File: src/rtl/i2c_slave_regfile.sv
// I2C target with a byte-wide register file and auto-incrementing pointer.
// SCL/SDA are oversampled on clk; SDA is driven open-drain via sda_oe.
module i2c_slave_regfile #(
  parameter logic [6:0] SLV_ADDR = 7'h3c,
  parameter int         MEM_AW   = 8,
  parameter int         HOLD_CYC = 4
) (
  input  logic              clk,
  input  logic              rst,
  input  logic              scl_i,
  input  logic              sda_i,
  output logic              sda_oe,
  input  logic              host_we,
  input  logic [MEM_AW-1:0] host_addr,
  input  logic [7:0]        host_wdata,
  output logic [7:0]        host_rdata,
  output logic              wr_pulse,
  output logic [MEM_AW-1:0] wr_addr,
  output logic [7:0]        wr_data,
  output logic              busy
);

  localparam int DEPTH = 1 << MEM_AW;
  localparam int HW    = $clog2(HOLD_CYC + 1);

  typedef enum logic [3:0] {
    S_IDLE,
    S_ADDR,
    S_ADDR_ACK,
    S_PTR,
    S_PTR_ACK,
    S_WDATA,
    S_WDATA_ACK,
    S_RDATA,
    S_RDATA_ACK
  } state_t;

  state_t r_state;
  state_t w_nxt;

  logic r_scl_m, r_scl_s, r_scl_d;
  logic r_sda_m, r_sda_s, r_sda_d;

  logic [2:0]        r_bcnt;
  logic [6:0]        r_shift;
  logic [7:0]        r_tx;
  logic              r_rw;
  logic [MEM_AW-1:0] r_ptr;
  logic              r_busy;
  logic              r_sda_oe;
  logic              r_pend;
  logic              r_hold_act;
  logic [HW-1:0]     r_hold_cnt;
  logic              r_wr_pulse;
  logic [MEM_AW-1:0] r_wr_addr;
  logic [7:0]        r_wr_data;
  logic [7:0]        r_host_rdata;
  logic [7:0]        r_mem [DEPTH];

  logic       w_scl_rise, w_scl_fall;
  logic       w_start, w_stop;
  logic       w_last;
  logic [7:0] w_byte;
  logic       w_bit, w_tx_bit;
  logic       w_match, w_ptr_ld, w_wr;
  logic       w_pend, w_rd_load;

  // Bus idle level is high, so the synchronisers reset to 1
  always_ff @(posedge clk) begin
    if (rst) begin
      {r_scl_m, r_scl_s, r_scl_d} <= 3'b111;
      {r_sda_m, r_sda_s, r_sda_d} <= 3'b111;
    end else begin
      {r_scl_m, r_scl_s, r_scl_d} <= {scl_i, r_scl_m, r_scl_s};
      {r_sda_m, r_sda_s, r_sda_d} <= {sda_i, r_sda_m, r_sda_s};
    end
  end

  assign w_scl_rise = r_scl_s & ~r_scl_d;
  assign w_scl_fall = ~r_scl_s & r_scl_d;
  assign w_start    = r_scl_s & r_scl_d & r_sda_d & ~r_sda_s;
  assign w_stop     = r_scl_s & r_scl_d & ~r_sda_d & r_sda_s;
  assign w_last     = (r_bcnt == 3'd7);
  assign w_byte     = {r_shift, r_sda_s};

  always_ff @(posedge clk) begin
    if (rst) r_state <= S_IDLE;
    else     r_state <= w_nxt;
  end

  always_comb begin
    w_nxt    = r_state;
    w_bit    = 1'b0;
    w_tx_bit = 1'b0;
    w_match  = 1'b0;
    w_ptr_ld = 1'b0;
    w_wr     = 1'b0;
    w_pend   = 1'b0;
    if (w_stop) begin
      w_nxt = S_IDLE;
    end else if (w_start) begin
      w_nxt = S_ADDR;
    end else if (w_scl_rise) begin
      unique case (r_state)
        S_ADDR: begin
          w_bit = 1'b1;
          if (w_last) begin
            if (w_byte[7:1] == SLV_ADDR) begin
              w_nxt   = S_ADDR_ACK;
              w_match = 1'b1;
            end else begin
              w_nxt = S_IDLE;
            end
          end
        end
        S_ADDR_ACK: w_nxt = r_rw ? S_RDATA : S_PTR;
        S_PTR: begin
          w_bit = 1'b1;
          if (w_last) begin
            w_nxt    = S_PTR_ACK;
            w_ptr_ld = 1'b1;
          end
        end
        S_PTR_ACK: w_nxt = S_WDATA;
        S_WDATA: begin
          w_bit = 1'b1;
          if (w_last) begin
            w_nxt = S_WDATA_ACK;
            w_wr  = 1'b1;
          end
        end
        S_WDATA_ACK: w_nxt = S_WDATA;
        S_RDATA: begin
          w_tx_bit = 1'b1;
          if (w_last) w_nxt = S_RDATA_ACK;
        end
        S_RDATA_ACK: w_nxt = r_sda_s ? S_IDLE : S_RDATA;
        default: ;
      endcase
    end
    // Level SDA takes after the hold delay following an SCL fall
    unique case (r_state)
      S_ADDR_ACK, S_PTR_ACK, S_WDATA_ACK: w_pend = 1'b1;
      S_RDATA: w_pend = ~r_tx[7];
      default: w_pend = 1'b0;
    endcase
  end

  assign w_rd_load = (w_nxt == S_RDATA) && (r_state != S_RDATA);

  always_ff @(posedge clk) begin
    if (rst) begin
      r_bcnt       <= '0;
      r_shift      <= '0;
      r_tx         <= '0;
      r_rw         <= 1'b0;
      r_ptr        <= '0;
      r_busy       <= 1'b0;
      r_sda_oe     <= 1'b0;
      r_pend       <= 1'b0;
      r_hold_act   <= 1'b0;
      r_hold_cnt   <= '0;
      r_wr_pulse   <= 1'b0;
      r_wr_addr    <= '0;
      r_wr_data    <= '0;
      r_host_rdata <= '0;
    end else begin
      r_wr_pulse   <= w_wr;
      r_host_rdata <= r_mem[host_addr];
      if (w_start || w_stop) begin
        r_bcnt     <= '0;
        r_sda_oe   <= 1'b0;
        r_hold_act <= 1'b0;
        if (w_stop) r_busy <= 1'b0;
      end else begin
        if (w_bit) begin
          r_shift <= {r_shift[5:0], r_sda_s};
          r_bcnt  <= r_bcnt + 3'd1;
        end
        if (w_tx_bit) begin
          r_tx   <= {r_tx[6:0], 1'b0};
          r_bcnt <= r_bcnt + 3'd1;
        end
        if (w_match) begin
          r_rw   <= r_sda_s;
          r_busy <= 1'b1;
        end
        if (w_ptr_ld) r_ptr <= w_byte[MEM_AW-1:0];
        if (w_wr) begin
          r_wr_addr <= r_ptr;
          r_wr_data <= w_byte;
          r_ptr     <= r_ptr + MEM_AW'(1);
        end
        if (w_rd_load) begin
          r_tx  <= r_mem[r_ptr];
          r_ptr <= r_ptr + MEM_AW'(1);
        end
        if (w_scl_fall) begin
          r_hold_act <= 1'b1;
          r_hold_cnt <= HW'(1);
          r_pend     <= w_pend;
        end else if (r_hold_act) begin
          if (r_hold_cnt == HW'(HOLD_CYC)) begin
            r_sda_oe   <= r_pend;
            r_hold_act <= 1'b0;
          end else begin
            r_hold_cnt <= r_hold_cnt + HW'(1);
          end
        end
      end
    end
  end

  // Bus writes win over a coincident host write
  always_ff @(posedge clk) begin
    if (!rst && w_wr) r_mem[r_ptr] <= w_byte;
    else if (host_we) r_mem[host_addr] <= host_wdata;
  end

  assign sda_oe     = r_sda_oe;
  assign busy       = r_busy;
  assign wr_pulse   = r_wr_pulse;
  assign wr_addr    = r_wr_addr;
  assign wr_data    = r_wr_data;
  assign host_rdata = r_host_rdata;

endmodule

File: config.mk
export PLATFORM = sky130hd
export DESIGN_NAME = i2c_slave_regfile
export DESIGN_NICKNAME = d
export VERILOG_FILES = /design/src/rtl/i2c_slave_regfile.sv
export SDC_FILE = /design/constraint.sdc
export NUM_CORES = 2
export LEC_CHECK = 0
export CAP_MARGIN = 20
export CORE_MARGIN = 1.5
export CORE_UTILIZATION = 35
export CTS_CLUSTER_DIAMETER = 100
export DETAILED_ROUTE_END_ITERATION = 7
export DONT_BUFFER_PORTS = 1
export HOLD_SLACK_MARGIN = 0.05
export PLACE_DENSITY_LB_ADDON = 0.2
export SLEW_MARGIN = 20
export SYNTH_ARGS = -nofsm -noshare
export SYNTH_HDL_FRONTEND = slang
export SYNTH_SLANG_ARGS = --single-unit
File: constraint.sdc
create_clock -name clk -period 6.9 [get_ports clk]
set_input_delay 0.345 -clock clk [delete_from_list [all_inputs] [get_ports clk]]
set_output_delay 0.345 -clock clk [all_outputs]
set_load 0.02 [all_outputs]
# --- Word-level counts from Yosys, hierarchy flattened ---
# Memories as Yosys holds them, arrays and structs flattened. A register that Yosys moved wholly into a read port is not among the register bits.
# Cells that the tools add are included.
totals:
  mem_bits_ro: 0
  output_inout_bits: 27
  ram_bits: 2048
  ff_bits: 61
  input_bits: 21
  n_memories: 1
  latchBits: 0
  word_cells: 137
op_classes:
  n_addsub: 3
  n_eq_ne: 15
  n_lt_le_gt_ge: 0
  muxes: 61
  n_bitwise: 14
  div_mod_pow: 0
  n_shift: 0
  multipliers: 0
  n_reduce_logical: 23
memory_table:
  columns: ["name", "depth", "width", "rd", "rd_clocked_by_memory_dff", "wr", "line_no", "rtl"]
  rows:
  - ["r_mem", 256, 8, 2, 2, 1, "58", "logic [7:0] r_mem [DEPTH];"]
op_table:
  columns: ["op", "count"]
  rows:
  - ["$mux W8", 9]
  - ["$mux W1", 35]
  - ["$mux W4", 7]
  - ["$pmux W4 S7", 1]
  - ["$mux W3", 7]
  - ["$eq A4 B3 Y1 const B", 5]
  - ["$reduce_and A2 Y1", 7]
  - ["$add A8 B1 Y8 const B", 1]
  - ["$eq A4 B2 Y1 const B", 2]
  - ["$reduce_bool A2 Y1", 4]
  - ["$reduce_or A8 Y1", 1]
  - ["$and A1 B1 Y1", 7]
  - ["$eq A7 B6 Y1 const B", 1]
  - ["$not A1 Y1", 7]
  - ["$add A3 B1 Y3 const B", 2]
  - ["$eq A3 B3 Y1 const B", 2]
  - ["$reduce_and A3 Y1", 2]
  - ["$reduce_or A3 Y1", 2]
  - ["$eq A4 B1 Y1 const B", 1]
  - ["$eq A4 B4 Y1 const B", 1]
  - ["$ne A2 B2 Y1 const B", 2]
  - ["$ne A4 B3 Y1 const B", 1]
  - ["$reduce_or A2 Y1", 2]
  - ["$reduce_bool A3 Y1", 1]
  - ["5 further kinds", 6]

# --- Depth between registers and ports, before layout ---
depth:
  depth_word: 13
  mapped_depth: 14
  depth_no_buf: 9

# --- Worst setup path before layout ---
# OpenSTA, ideal clock, no wires.
synth_timing:
  kind: "flip-flop to flip-flop"
  startpoint: "register r_bcnt[0]"
  endpoint: "memory r_mem[0][0], data pin"
  setup_ns: 0.823
  path_stages_with_launch: 11
  required_ns: 6.077
  path_buffers: 3
  arrival_ns: 4.823
  path_slack_ns: 1.254
  synth_period_minus_slack_ns: 5.646
  cell_sequence: "dfxtp_1 -> ha_1 -> ha_1 -> nor3b_2 -> nand4_1 -> buf_2 -> o21a_1 -> buf_2 -> clkbuf_1 -> nand2_1 -> nand2_1"
synth_between:
  elab_chain_cells: 11
synth_lines:
  columns: ["item", "line_no", "rtl"]
  rows:
  - ["start: declaration", "44", "logic [2:0] r_bcnt;"]
  - ["start signal: assignment", "178", "r_bcnt <= r_bcnt + 3'd1;"]
  - ["start signal: assignment", "182", "r_bcnt <= r_bcnt + 3'd1;"]
  - ["$eq A3 B3 Y1", "83", "assign w_last = (r_bcnt == 3'd7);"]
  - ["$mux W1", "127", "if (w_last) begin"]
  - ["$mux W1", "104", "unique case (r_state)"]
  - ["$mux W1", "103", "end else if (w_scl_rise) begin"]
  - ["$mux W1", "101", "end else if (w_start) begin"]
  - ["$mux W1", "99", "if (w_stop) begin"]
  - ["$logic_and A1 B1 Y1", "216", "if (!rst && w_wr) r_mem[r_ptr] <= w_byte;"]
  - ["$mux W1", "216", null]
  - ["$mux W1 (implied by the code)", "217", "else if (host_we) r_mem[host_addr] <= host_wdata;"]
  - ["$reduce_or A8 Y1 (no source line)", null, null]
  - ["$mux W8 (no source line)", null, null]
  - ["end: declaration", "58", null]
# Every way passes these cells.

# --- Worst setup path after layout ---
layout_timing:
  startpoint: "register r_bcnt[0]"
  endpoint: "memory r_mem[212][7] (enable)"
layout_between:
  elab_chain_cells: 11
  elab_cells_between_ends: 14
  classes_between: "1 x eq/ne; 11 x mux; 2 x reduce/logical"
layout_lines:
  columns: ["item", "line_no"]
  rows:
  - ["$eq A3 B3 Y1 *", "83"]
  - ["$mux W1 *", "127"]
  - ["$mux W1 *", "104"]
  - ["$mux W1 *", "103"]
  - ["$mux W1 *", "101"]
  - ["$mux W1 *", "99"]
  - ["$logic_and A1 B1 Y1 *", "216"]
  - ["$mux W1", "216"]
  - ["$mux W1 (implied by the code)", "217"]
  - ["$reduce_or A8 Y1 (no source line)", null]
  - ["$mux W8 (no source line) or $mux W1 (tied branches)", null]
# Mark *: on every way between the ends. The rest lies on a longest branch, timed or not.

==> impl_metrics.py <==
metrics = {
    "layout": {
        "fin_area_mm2": 0.112,
        "area_growth_pct": 11.5,
        "nets": 5180,
        "drive_gt1_frac": 0.300,
    },
    "sta": {
        "finalCritPeriodShare": 0.815,
        "tns_ns": 0,
        "fin_ws_ns": 1.27,
        "fmax_mhz": 178,
        "period_needed_ns": 5.63,
        "tightest_slew_ns": 1.19,
        "max-slew-margin-rel": 0.200,
        "hold_violations": 0,
        "clock_skew_ns": 0.0509,
        "drv_slew": 0,
        "rsz0062_at_grt": "false",
        "finalSetupViolCount": 0,
    },
    "synthesis": {
        "synth-warning-count": 0,
        "synthFlopType": "edfxtp_1",
        "syn_avg_cell_area_um2": 19.3,
        "synth.distinct_cells": 88,
        "synth_area_mm2": 0.100,
        "synthArstFlopShare": 0,
        "synth_nets": 5216,
        "ys_ff_latch": 2125,
        "synth-edff-count": 2048,
        "ys_seq_area_frac": 0.628,
        "netlist_instances": 5190,
    },
    "critical_path": {
        "crit_slowest_cell": "o21ai_1",
        "slowest_delay_ns": 0.93,
        "cp_max_fo": 13,
        "startpoint_type": "flop",
        "cp.required_ns": 7.43,
        "cp-startpoint": "r_bcnt[0]",
        "reg2reg_slack_ns": 1.27,
        "critPathBufInv": 3,
        "crit_chain": "ha_1 > ha_1 > nor3b_2 > nand4_1 > o21ai_1 > buf_4 > nand3b_1 > nand2_1 > nand3_1 > buf_4 > buf_4 > nor2_1",
        "reg2reg_to": "r_mem[212][7]",
        "crit_family": "simple AND/OR/NAND/NOR gates",
        "end_kind": "flop",
        "crit_path_frequent_cell": "buf_4",
        "cp.arrival_ns": 6.15,
        "reg2regPathDepth": 12,
        "crit_type": "flop to flop",
        "r2r_start": "r_bcnt[0]",
    },
    "global_route": {
        "grt_pass1_wl_um": 502000,
        "grt_pass1_vias": 57450,
        "antenna_found_initial": 25,
        "grt.met2_usage": 0.373,
        "grt_usage": 0.250,
        "grt.overflow.total": 0,
        "grt_most_used_layer": "met2",
        "use_met1": 0.346,
        "use_met3": 0.0579,
        "grt_max_degree": 517,
    },
    "clock_tree": {
        "post_cts_buffers": 0,
        "cts_tree": "done",
        "cts_root_buffer": "clkbuf_16",
        "cts.clk_slew.worst_paths_ns": 0.06,
        "clk_path_buf_depth": 3,
        "cts_resized": 0,
        "insertion_delay_ns": 0.91,
        "cts_buffers": 226,
        "cts_sinks": 2125,
        "cts_hold_buf": 20,
        "htree_levels": 4,
    },
    "floorplan": {
        "core_area_mm2": 0.285,
        "start_util": 0.352,
        "io_pins": 48,
        "die_w_um": 539,
        "num_rows": 196,
        "die_area_mm2": 0.290,
        "die_height_um": 539,
    },
    "drt": {
        "drt_iter0_drc": 8567,
        "drc": 2,
        "drt-wirelength-per-cell_um": 40.7,
        "vias": 58914,
        "first_pass_iters": 7,
        "routed_wl_um": 371000,
        "antenna_left": 0,
        "viasPerCell": 6.46,
    },
    "min_path": {
        "hold_path_end": "r_mem[194][4]",
        "hold-path-cell-count": 3,
        "min_from": "host_wdata[4]",
        "hold_class": "input port to flop",
    },
    "power_and_ir_drop": {
        "seqPwrFrac": 0.505,
        "internal-power_mw": 21.9,
        "p_total_mw": 28.1,
        "clockPowerShare": 0.448,
        "power_density_mw_per_mm2": 251,
        "combPwrFrac": 0.047,
        "irDropWorstVdd_mv": 0.223,
        "p_switching_mw": 6.25,
        "switching_share": 0.222,
        "p_leak_nw": 33.3,
    },
    "placed_design": {
        "portBuffers": 0,
        "gp_congestion": 0.933,
        "hpwl_um": 236000,
        "placed_cell_area_mm2": 0.104,
        "dpl_worst_slack_ns": 1.44,
    },
    "outcome": {
        "violations": "DRC",
        "status": "finished, violations left",
    },
    "run": {
        "maxCapViolations": 0,
    },
}
-- cells in the final DEF, fill, tap and decap left out, types with 12 or more instances in the layout --
cell type	instances
dfxtp_1	70
a31oi_1	18
clkinvlp_4	15
clkinv_1	46
o21ai_0	57
a2111oi_0	12
and2_1	13
edfxtp_1	2048
clkinv_2	45
nor4_1	17
nand4_1	17
buf_4	105
nand3_1	68
o221ai_1	31
clkbuf_16	229
nand3b_1	18
nand2b_1	12
o22ai_1	46
nor3_1	26
clkbuf_1	37
mux2_2	15
bufinv_16	29
a21oi_1	91
nand2_1	211
mux4_2	1037
nor2_1	352
mux2i_1	202
a22oi_1	42
dlygate4sd3_1	22
or2_2	12
a211oi_1	38
nor3b_1	21
mux4_1	70
a221oi_1	28
buf_12	27
o41ai_1	18
-- synthesized netlist by cell type (28+ instances only) --
master | count | share of area
edfxtp_1 | 2048 | 0.61
mux4_2 | 1037 | 0.23
nor2_1 | 356 | 0.013
nand2_1 | 219 | 0.0082
mux2i_1 | 202 | 0.020
clkbuf_1 | 164 | 0.0061
buf_2 | 110 | 0.0055
a21oi_1 | 91 | 0.0045
dfxtp_1 | 77 | 0.015
nand3_1 | 72 | 0.0036
mux4_1 | 70 | 0.018
o21ai_0 | 58 | 0.0029
o22ai_1 | 46 | 0.0029
a22oi_1 | 42 | 0.0031
a211oi_1 | 38 | 0.0028
buf_6 | 38 | 0.0043
buf_8 | 34 | 0.0051
o221ai_1 | 31 | 0.0027
a221oi_1 | 28 | 0.0024
-- registers in the layout, indices dropped and copies added (netlist names), 3 cells and up, named ones only --
name	cells
r_hold_cnt	3
r_ptr	8
r_bcnt	3
host_rdata	8
r_shift	7
r_tx	8
r_mem	2048
wr_addr	8
wr_data	8
r_state	4
-- how the worst max path moves through the flow --
| stage | end | cells after the start |
|---|---|---|
| 2_1_floorplan | r_mem[0][0] | 10 |
| 3_3_place_gp | r_mem[142][7] | 8 |
| 3_5_place_dp | r_mem[212][7] | 12 |
| 4_1_cts | r_mem[212][7] | 12 |
| 5_1_grt | r_mem[212][7] | 12 |
| 6_report | r_mem[212][7] | 12 |
-- layer usage --
layer,vias to the layer above,part of all wire
met1,32096,0.40
li1,22224,-
met2,3879,0.45
met4,18,0.053
met5,-,0.00034
met3,697,0.10
-- layout make-up --
class,count,area [µm²]
Multi-Input combinational cell,2624,34600
Antenna cell,8,20.0
Sequential cell,2125,63100
Timing Repair Buffer,164,1800
Tap cell,3762,4710
Fill cell,25344,173000
Clock inverter,154,1680
Inverter,13,52.6
Clock buffer,268,5900
-- kinds of logic after synthesis --
logic type               after synthesis  synth area share
flip-flops                          2125             0.628
multiplexers                        1328             0.274
AND/OR/NAND/NOR                      836            0.0375
AO/OA/AOI/OAI                        452            0.0313
buffers and inverters                441            0.0284
adder cells (fa/ha/maj)                5          0.000623
XOR/XNOR                               3          0.000262
-- power by group through the flow --
stage	sequential [mW]	combinational, mW	clock [mW]
after floorplan	14.5	0.807	0
final	14.2	1.33	12.6
after global routing	14.2	1.36	13.1
after detailed placement	14.5	1.11	0
after CTS	14.2	1.14	12.7
after global placement	14.5	1.11	0
-- worst reg2reg max path: stages (launching register included) --
cell and delay (ns):
dfxtp_1 0.35, ha_1 0.17, ha_1 0.22, nor3b_2 0.25, nand4_1 0.41, o21ai_1 0.93
buf_4 0.31, nand3b_1 0.09, nand2_1 0.22, nand3_1 0.83, buf_4 0.56, buf_4 0.21
nor2_1 0.70
-- through the flow --
step           hold WS, ns   util  instances
2_1_floorplan        0.389      -       5190
3_3_place_gp         0.403  0.364       8655
3_5_place_dp         0.402  0.364       8656
4_1_cts             0.0562  0.391       9098
5_1_grt             0.0552  0.392       9111
6_report           0.00364  0.392       9118
No activity file was read; power rests on OpenSTA's default activity.
